## src/rtl/rf_wport_arb_if.sv

```systemverilog
// rf_wport_arb_if: WB, LU, scoreboard-query and regfile signals of the write-port arbiter
//   slave  - arbiter side (consumes wb_*/lu_*/qry_addr_i, drives stall/ready/hit/rf_*)
//   master - environment side (drives wb_*/lu_*/qry_addr_i)
interface rf_wport_arb_if;
    logic        wb_wen_i;
    logic [4:0]  wb_wdest_i;
    logic [31:0] wb_wdata_i;
    logic        wb_stall_o;
    logic        lu_valid_i;
    logic [4:0]  lu_wdest_i;
    logic [31:0] lu_wdata_i;
    logic        lu_ready_o;
    logic [4:0]  qry_addr_i;
    logic        qry_hit_o;
    logic        rf_wen_o;
    logic [4:0]  rf_wdest_o;
    logic [31:0] rf_wdata_o;

    modport slave (
        input  wb_wen_i, wb_wdest_i, wb_wdata_i, lu_valid_i, lu_wdest_i, lu_wdata_i, qry_addr_i,
        output wb_stall_o, lu_ready_o, qry_hit_o, rf_wen_o, rf_wdest_o, rf_wdata_o
    );

    modport master (
        output wb_wen_i, wb_wdest_i, wb_wdata_i, lu_valid_i, lu_wdest_i, lu_wdata_i, qry_addr_i,
        input  wb_stall_o, lu_ready_o, qry_hit_o, rf_wen_o, rf_wdest_o, rf_wdata_o
    );
endinterface

```

## src/rtl/rf_wport_arb.sv

```systemverilog
// rf_wport_arb: register-file write-port arbiter between WB and a buffered long-latency unit
//   clk_i - clock, rst_i - asynchronous active-low reset
//   bus   - rf_wport_arb_if.slave: WB request/stall, LU result/ready, pending-write query, rf write
//   RF_ARB_STARVE_GUARD_EN: when defined, WB wins are counted while LU results wait and the
//   FIFO is forced through (stalling WB) after STARVE_MAX consecutive WB wins.
module rf_wport_arb #(
    parameter int FIFO_DEPTH = 4
`ifdef RF_ARB_STARVE_GUARD_EN
    , parameter int STARVE_MAX = 8
`endif
) (
    input logic           clk_i,
    input logic           rst_i,
    rf_wport_arb_if.slave bus
);
    localparam int AW = $clog2(FIFO_DEPTH);

    logic [AW-1:0] rd_ptr_q, rd_ptr_d, wr_ptr_q, wr_ptr_d;
    logic [AW:0]   count_q, count_d;
    logic [4:0]    dest_q [FIFO_DEPTH];
    logic [4:0]    dest_d [FIFO_DEPTH];
    logic [31:0]   data_q [FIFO_DEPTH];
    logic [31:0]   data_d [FIFO_DEPTH];
    logic          empty, full, wb_req, fifo_req, force_lu, pop, grant_wb, push, hit;

`ifdef RF_ARB_STARVE_GUARD_EN
    localparam int SW = $clog2(STARVE_MAX + 1);
    logic [SW-1:0] starve_q, starve_d;
`endif

    always_comb begin
        empty    = count_q == '0;
        full     = count_q == (AW+1)'(FIFO_DEPTH);
        wb_req   = bus.wb_wen_i & (bus.wb_wdest_i != 5'd0);
        fifo_req = !empty;
`ifdef RF_ARB_STARVE_GUARD_EN
        force_lu = (starve_q == SW'(STARVE_MAX)) & wb_req & fifo_req;
`else
        force_lu = 1'b0;
`endif
        // rst_i gating keeps every output quiet while reset is held
        pop            = rst_i & fifo_req & (force_lu | !wb_req);
        grant_wb       = rst_i & wb_req & !force_lu;
        bus.wb_stall_o = rst_i & force_lu;
        // readiness comes from the registered count, so a same-cycle pop frees nothing
        bus.lu_ready_o = rst_i & !full;
        push           = bus.lu_valid_i & bus.lu_ready_o & (bus.lu_wdest_i != 5'd0);
        bus.rf_wen_o   = pop | grant_wb;
        bus.rf_wdest_o = pop ? dest_q[rd_ptr_q] : grant_wb ? bus.wb_wdest_i : 5'd0;
        bus.rf_wdata_o = pop ? data_q[rd_ptr_q] : grant_wb ? bus.wb_wdata_i : 32'd0;
        wr_ptr_d = wr_ptr_q + AW'(push);
        rd_ptr_d = rd_ptr_q + AW'(pop);
        count_d  = count_q + (AW+1)'(push) - (AW+1)'(pop);
        dest_d   = dest_q;
        data_d   = data_q;
        if (push) begin
            dest_d[wr_ptr_q] = bus.lu_wdest_i;
            data_d[wr_ptr_q] = bus.lu_wdata_i;
        end
        // head entry still counts while being popped: conservative for issue
        hit = 1'b0;
        for (int i = 0; i < FIFO_DEPTH; i++)
            if ((AW+1)'(i) < count_q && dest_q[rd_ptr_q + AW'(i)] == bus.qry_addr_i)
                hit = 1'b1;
        bus.qry_hit_o = rst_i & (bus.qry_addr_i != 5'd0) & hit;
`ifdef RF_ARB_STARVE_GUARD_EN
        starve_d = (!fifo_req || pop) ? '0 :
                   (grant_wb && starve_q != SW'(STARVE_MAX)) ? starve_q + 1'b1 : starve_q;
`endif
    end

    always_ff @(posedge clk_i or negedge rst_i) begin
        if (!rst_i) begin
            rd_ptr_q <= '0;
            wr_ptr_q <= '0;
            count_q  <= '0;
            dest_q   <= '{default: '0};
            data_q   <= '{default: '0};
`ifdef RF_ARB_STARVE_GUARD_EN
            starve_q <= '0;
`endif
        end else begin
            rd_ptr_q <= rd_ptr_d;
            wr_ptr_q <= wr_ptr_d;
            count_q  <= count_d;
            dest_q   <= dest_d;
            data_q   <= data_d;
`ifdef RF_ARB_STARVE_GUARD_EN
            starve_q <= starve_d;
`endif
        end
    end
endmodule

```

## src/flat_wrapper.sv

```systemverilog
// flat-port wrapper written by rule: the top's interface ports become plain ports
module rf_wport_arb_flat 
#(
    parameter int FIFO_DEPTH = 4

)
  (clk_i, rst_i, bus_wb_wen_i, bus_wb_wdest_i, bus_wb_wdata_i, bus_lu_valid_i, bus_lu_wdest_i, bus_lu_wdata_i, bus_qry_addr_i, bus_wb_stall_o, bus_lu_ready_o, bus_qry_hit_o, bus_rf_wen_o, bus_rf_wdest_o, bus_rf_wdata_o);
  rf_wport_arb_if bus_i ();
  input logic clk_i;
  input logic rst_i;
  input wire logic [$bits(bus_i.wb_wen_i)-1:0] bus_wb_wen_i;
  input wire logic [$bits(bus_i.wb_wdest_i)-1:0] bus_wb_wdest_i;
  input wire logic [$bits(bus_i.wb_wdata_i)-1:0] bus_wb_wdata_i;
  input wire logic [$bits(bus_i.lu_valid_i)-1:0] bus_lu_valid_i;
  input wire logic [$bits(bus_i.lu_wdest_i)-1:0] bus_lu_wdest_i;
  input wire logic [$bits(bus_i.lu_wdata_i)-1:0] bus_lu_wdata_i;
  input wire logic [$bits(bus_i.qry_addr_i)-1:0] bus_qry_addr_i;
  output wire logic [$bits(bus_i.wb_stall_o)-1:0] bus_wb_stall_o;
  output wire logic [$bits(bus_i.lu_ready_o)-1:0] bus_lu_ready_o;
  output wire logic [$bits(bus_i.qry_hit_o)-1:0] bus_qry_hit_o;
  output wire logic [$bits(bus_i.rf_wen_o)-1:0] bus_rf_wen_o;
  output wire logic [$bits(bus_i.rf_wdest_o)-1:0] bus_rf_wdest_o;
  output wire logic [$bits(bus_i.rf_wdata_o)-1:0] bus_rf_wdata_o;
  assign bus_i.wb_wen_i = bus_wb_wen_i;
  assign bus_i.wb_wdest_i = bus_wb_wdest_i;
  assign bus_i.wb_wdata_i = bus_wb_wdata_i;
  assign bus_i.lu_valid_i = bus_lu_valid_i;
  assign bus_i.lu_wdest_i = bus_lu_wdest_i;
  assign bus_i.lu_wdata_i = bus_lu_wdata_i;
  assign bus_i.qry_addr_i = bus_qry_addr_i;
  assign bus_wb_stall_o = bus_i.wb_stall_o;
  assign bus_lu_ready_o = bus_i.lu_ready_o;
  assign bus_qry_hit_o = bus_i.qry_hit_o;
  assign bus_rf_wen_o = bus_i.rf_wen_o;
  assign bus_rf_wdest_o = bus_i.rf_wdest_o;
  assign bus_rf_wdata_o = bus_i.rf_wdata_o;
  rf_wport_arb #(.FIFO_DEPTH(FIFO_DEPTH)) u_core (.clk_i(clk_i), .rst_i(rst_i), .bus(bus_i));
endmodule
```

## config.mk

```make
export PLATFORM = sky130hd
export DESIGN_NAME = rf_wport_arb_flat
export DESIGN_NICKNAME = d
export VERILOG_FILES = /design/src/rtl/rf_wport_arb_if.sv /design/src/rtl/rf_wport_arb.sv /design/src/flat_wrapper.sv
export SDC_FILE = /design/constraint.sdc
export NUM_CORES = 1
export LEC_CHECK = 0
export ABC_AREA = 1
export BUFFER_PORTS_ARGS = -buffer_cell sky130_fd_sc_hd__buf_2
export CAP_MARGIN = 10
export CORE_UTILIZATION = 45
export CTS_CLUSTER_DIAMETER = 80
export CTS_CLUSTER_SIZE = 12
export DETAILED_ROUTE_END_ITERATION = 10
export PLACE_DENSITY = 0.73
export SLEW_MARGIN = 30
export SYNTH_ARGS = -nofsm -noshare
export SYNTH_HDL_FRONTEND = slang
export SYNTH_SLANG_ARGS = --single-unit
```

## constraint.sdc

```tcl
create_clock -name clk_i -period 2.1 [get_ports clk_i]
set_input_delay 0.105 -clock clk_i [delete_from_list [all_inputs] [get_ports clk_i]]
set_output_delay 0.105 -clock clk_i [all_outputs]
set_load 0.02 [all_outputs]
```

==> qor.csv <==
metric,value,unit
status,"complete, but fails checks",
violated checks,negative setup slack,
TritonCTS Sinks,155,
Clock power frac,22.4,%
nets,1346,
max-cap violations,0,
Most common cell on crit path,nand2_1,
area grow syn2layout,24.2,%
synthesis-stage register bit count,155,
"area leader, netlist",dfrtp_1,
Main synth FF type,dfrtp_1,
grt total ovfl,0,
Yosys warnings,0,
first-pass GRT wire length,35500,um
Worst slew margin,59.4,%
Worst-path clk slew,0.06,ns
Post-Place Cells,1427,
Final Power,15600,uW
minimum clock period,2.20,ns
Die Span Y,137,um
remaining antenna violation count,0,
Tcrit/Tclk final,105,%
fillers,1630,
Startpoint Class,flip-flop,
Clock Skew,0.00595,ns
Worst EP required,2.00,ns
Die ar.,18700,um^2
Final Hold Viols,0,
RePlAce Congestion,0.953,
Initial Util,46.6,%
Ant. Diodes,0,
cell family with most CP delay,simple AND/OR/NAND/NOR gates,
CP arrival,2.10,ns
maximum vdd ir drop,0.805,mV
clk_lat worst skew,0.43,ns
DRT Pass-1 Iters,5,
Least-Margin Pin Slew,0.609,ns
Routed WL per cell,14.4,um
cell breakdown of the critical path,"inv_4, clkbuf_16, nand2_1, nand2_1, nand2_1, nand3_1, nand2_1, nor2_1, nand3_1, nand2_1, nor2_1, nor2_1, buf_4",
Sw Ratio,40.4,%
WP buf/inv,3,
post-synthesis sequential area ratio,47.6,%
Slowest cell on crit path,dfrtp_2,
Buffers on Ports,122,
leak pwr,0.00512,uW
most frequent cells in the layout,"nand2_1 (424), dfrtp_1 (153), o21ai_1 (136)",
Synth Instances,1126,
Pwr Density,1540,nW/um^2
highest achievable clock rate,454,MHz
area of the multi-input gates,3690,um^2
DRC viols,0,
CTS tree,built,
Logic pwr share,43.8,%
R2R setup slack,0.21,ns
All-Layer GR Usage,24.6,%
Chip Width,137,um
clk buf depth,2,
final setup vio count,7,
layout cells sized above 1,16.1,%
core area,17500,um^2
Max Slew Vio Count,0,
vias in the first global route,7145,
Via Count,7822,
Post-synth EDFFs,0,
hold crit path type,input pin to flip-flop,
DR vias/cell,5.24,
Worst Setup Path Type,flip-flop to output port,
RSZ-0062 raised after global routing,true,
Syn Area/Cell,7.24,um^2
crit-path max FO,9,
worst setup margin,-0.101,ns
H-tree lvl count,4,
Sequential Power Share,33.8,%
FF+latch area,3880,um^2
Post-Syn Area,8150,um^2
pre-CTS setup slack,0.217,ns
"top cells by area, synth","dfrtp_1 (48%), nand2_1 (20%), o21ai_1 (8.1%)",
routed wire length,21500,um
Mapped Nets,1216,
I/O Pins,124,
Yosys top cell area share,47.6,%
largest net degree at the start of global routing,124,
Post-synth ARST share,100,%
initial drt markers,681,
Internal Power,9300,uW
DP HPWL,13600,um
"commonest non-fill, non-tap cell in the layout",nand2_1,
initial antenna violation count,0,
max incr delay on CP,0.46,ns
total CTS buffers,17,
root buffer cell,clkbuf_16,
crit end category,output port,
Rows,48,
Sw Pwr,6300,uW
Cell variety after synth,26,
Final Non-Filler Cells,1494,
## synthesized netlist by cell type (6+ instances only)
master and count:
o21ai_1 132, o21ai_0 54, buf_2 41, inv_1 59, dfrtp_1 155, ha_1 6
clkbuf_1 19, a21oi_1 68, buf_4 11, nand2_1 428, nor2_1 47, nand3_1 85
## logic make-up (layout without fill, tap and decap cells)
family | after synthesis | count (layout) | synth area share (%)
simple gates | 563 | 563 | 27.3
compound gates | 258 | 258 | 16.0
buf+inv | 139 | 282 | 7.54
other cells | 1 | 1 | 0.0460
flops | 155 | 155 | 47.6
xor+xnor | 3 | 3 | 0.322
fa+ha+maj | 7 | 7 | 1.17
## worst min-delay path: cells and delay by family
kind                   cells  cell delay (ns)
buffers and inverters      2             0.14
AOI/OAI and AO/OA          1             0.13
## routing by layer
metal,share of wire [%],track usage [%],vias to the layer above
met2,47,41.0,237
met4,1.4,7.47,0
met3,5.2,4.44,21
li1,-,-,3894
met5,0,0,-
met1,46,32.6,3670
## flip-flops by register name, indices dropped and copies added (netlist names)
register         cells
u_core.wr_ptr_q      2
u_core.rd_ptr_q      2
u_core.count_q       3
u_core.dest_q       20
u_core.data_q      128
## cell type report
| class | instances | share of cell area [%] |
|---|---|---|
| clock inverter | 14 | 2.37 |
| sequential | 155 | 38.4 |
| inverter | 65 | 2.45 |
| clock buffer | 18 | 4.34 |
| multi-input combinational | 832 | 36.5 |
| timing repair buffer | 185 | 13.2 |
| tap | 225 | 2.78 |
## path summary, 6_finish.rpt
check,from,end,cells after the start
max,u_core.rd_ptr_q[0]$_DFF_PN0_,bus_qry_hit_o,13
min,bus_lu_wdata_i[19],u_core.data_q[19]$_DFFE_PN0P_,3
max reg2reg,u_core.count_q[2]$_DFF_PN0_,u_core.count_q[2]$_DFF_PN0_,9
min reg2reg,u_core.data_q[34]$_DFFE_PN0P_,u_core.data_q[34]$_DFFE_PN0P_,2
max in group asynchronous,rst_i,u_core.data_q[111]$_DFFE_PN0P_,3
min in group asynchronous,rst_i,u_core.dest_q[2]$_DFFE_PN0P_,3
## stage by stage
step	util [%]	instance area, um^2	hold WS (ns)	TNS, ns
after floorplan	-	8150	-0.191	0
after global placement	51.4	8980	0.298	0
after detailed placement	51.4	8980	0.302	0
after CTS	57.5	10100	0.00281	-0.174
after global routing	57.9	10100	0.0311	-4.12
final	57.9	10100	0.00412	-0.295
## power groups by stage
stage / sequential, uW / clock, uW / combinational (uW)
3_3_place_gp: 5220 / 0 / 6300
4_1_cts: 5250 / 3550 / 6710
5_1_grt: 5450 / 3680 / 7780
3_5_place_dp: 5270 / 0 / 6420
2_1_floorplan: 5060 / 0 / 4760
6_report: 5270 / 3500 / 6830
## repair_timing
item,CTS,global route
gates cloned,1,1
resized for setup,12,14
hold endpoints to repair,255,0
hold buffers,31,0
setup buffers,2,0
setup endpoints to repair,33,35
(Power assumes the default switching activity.)
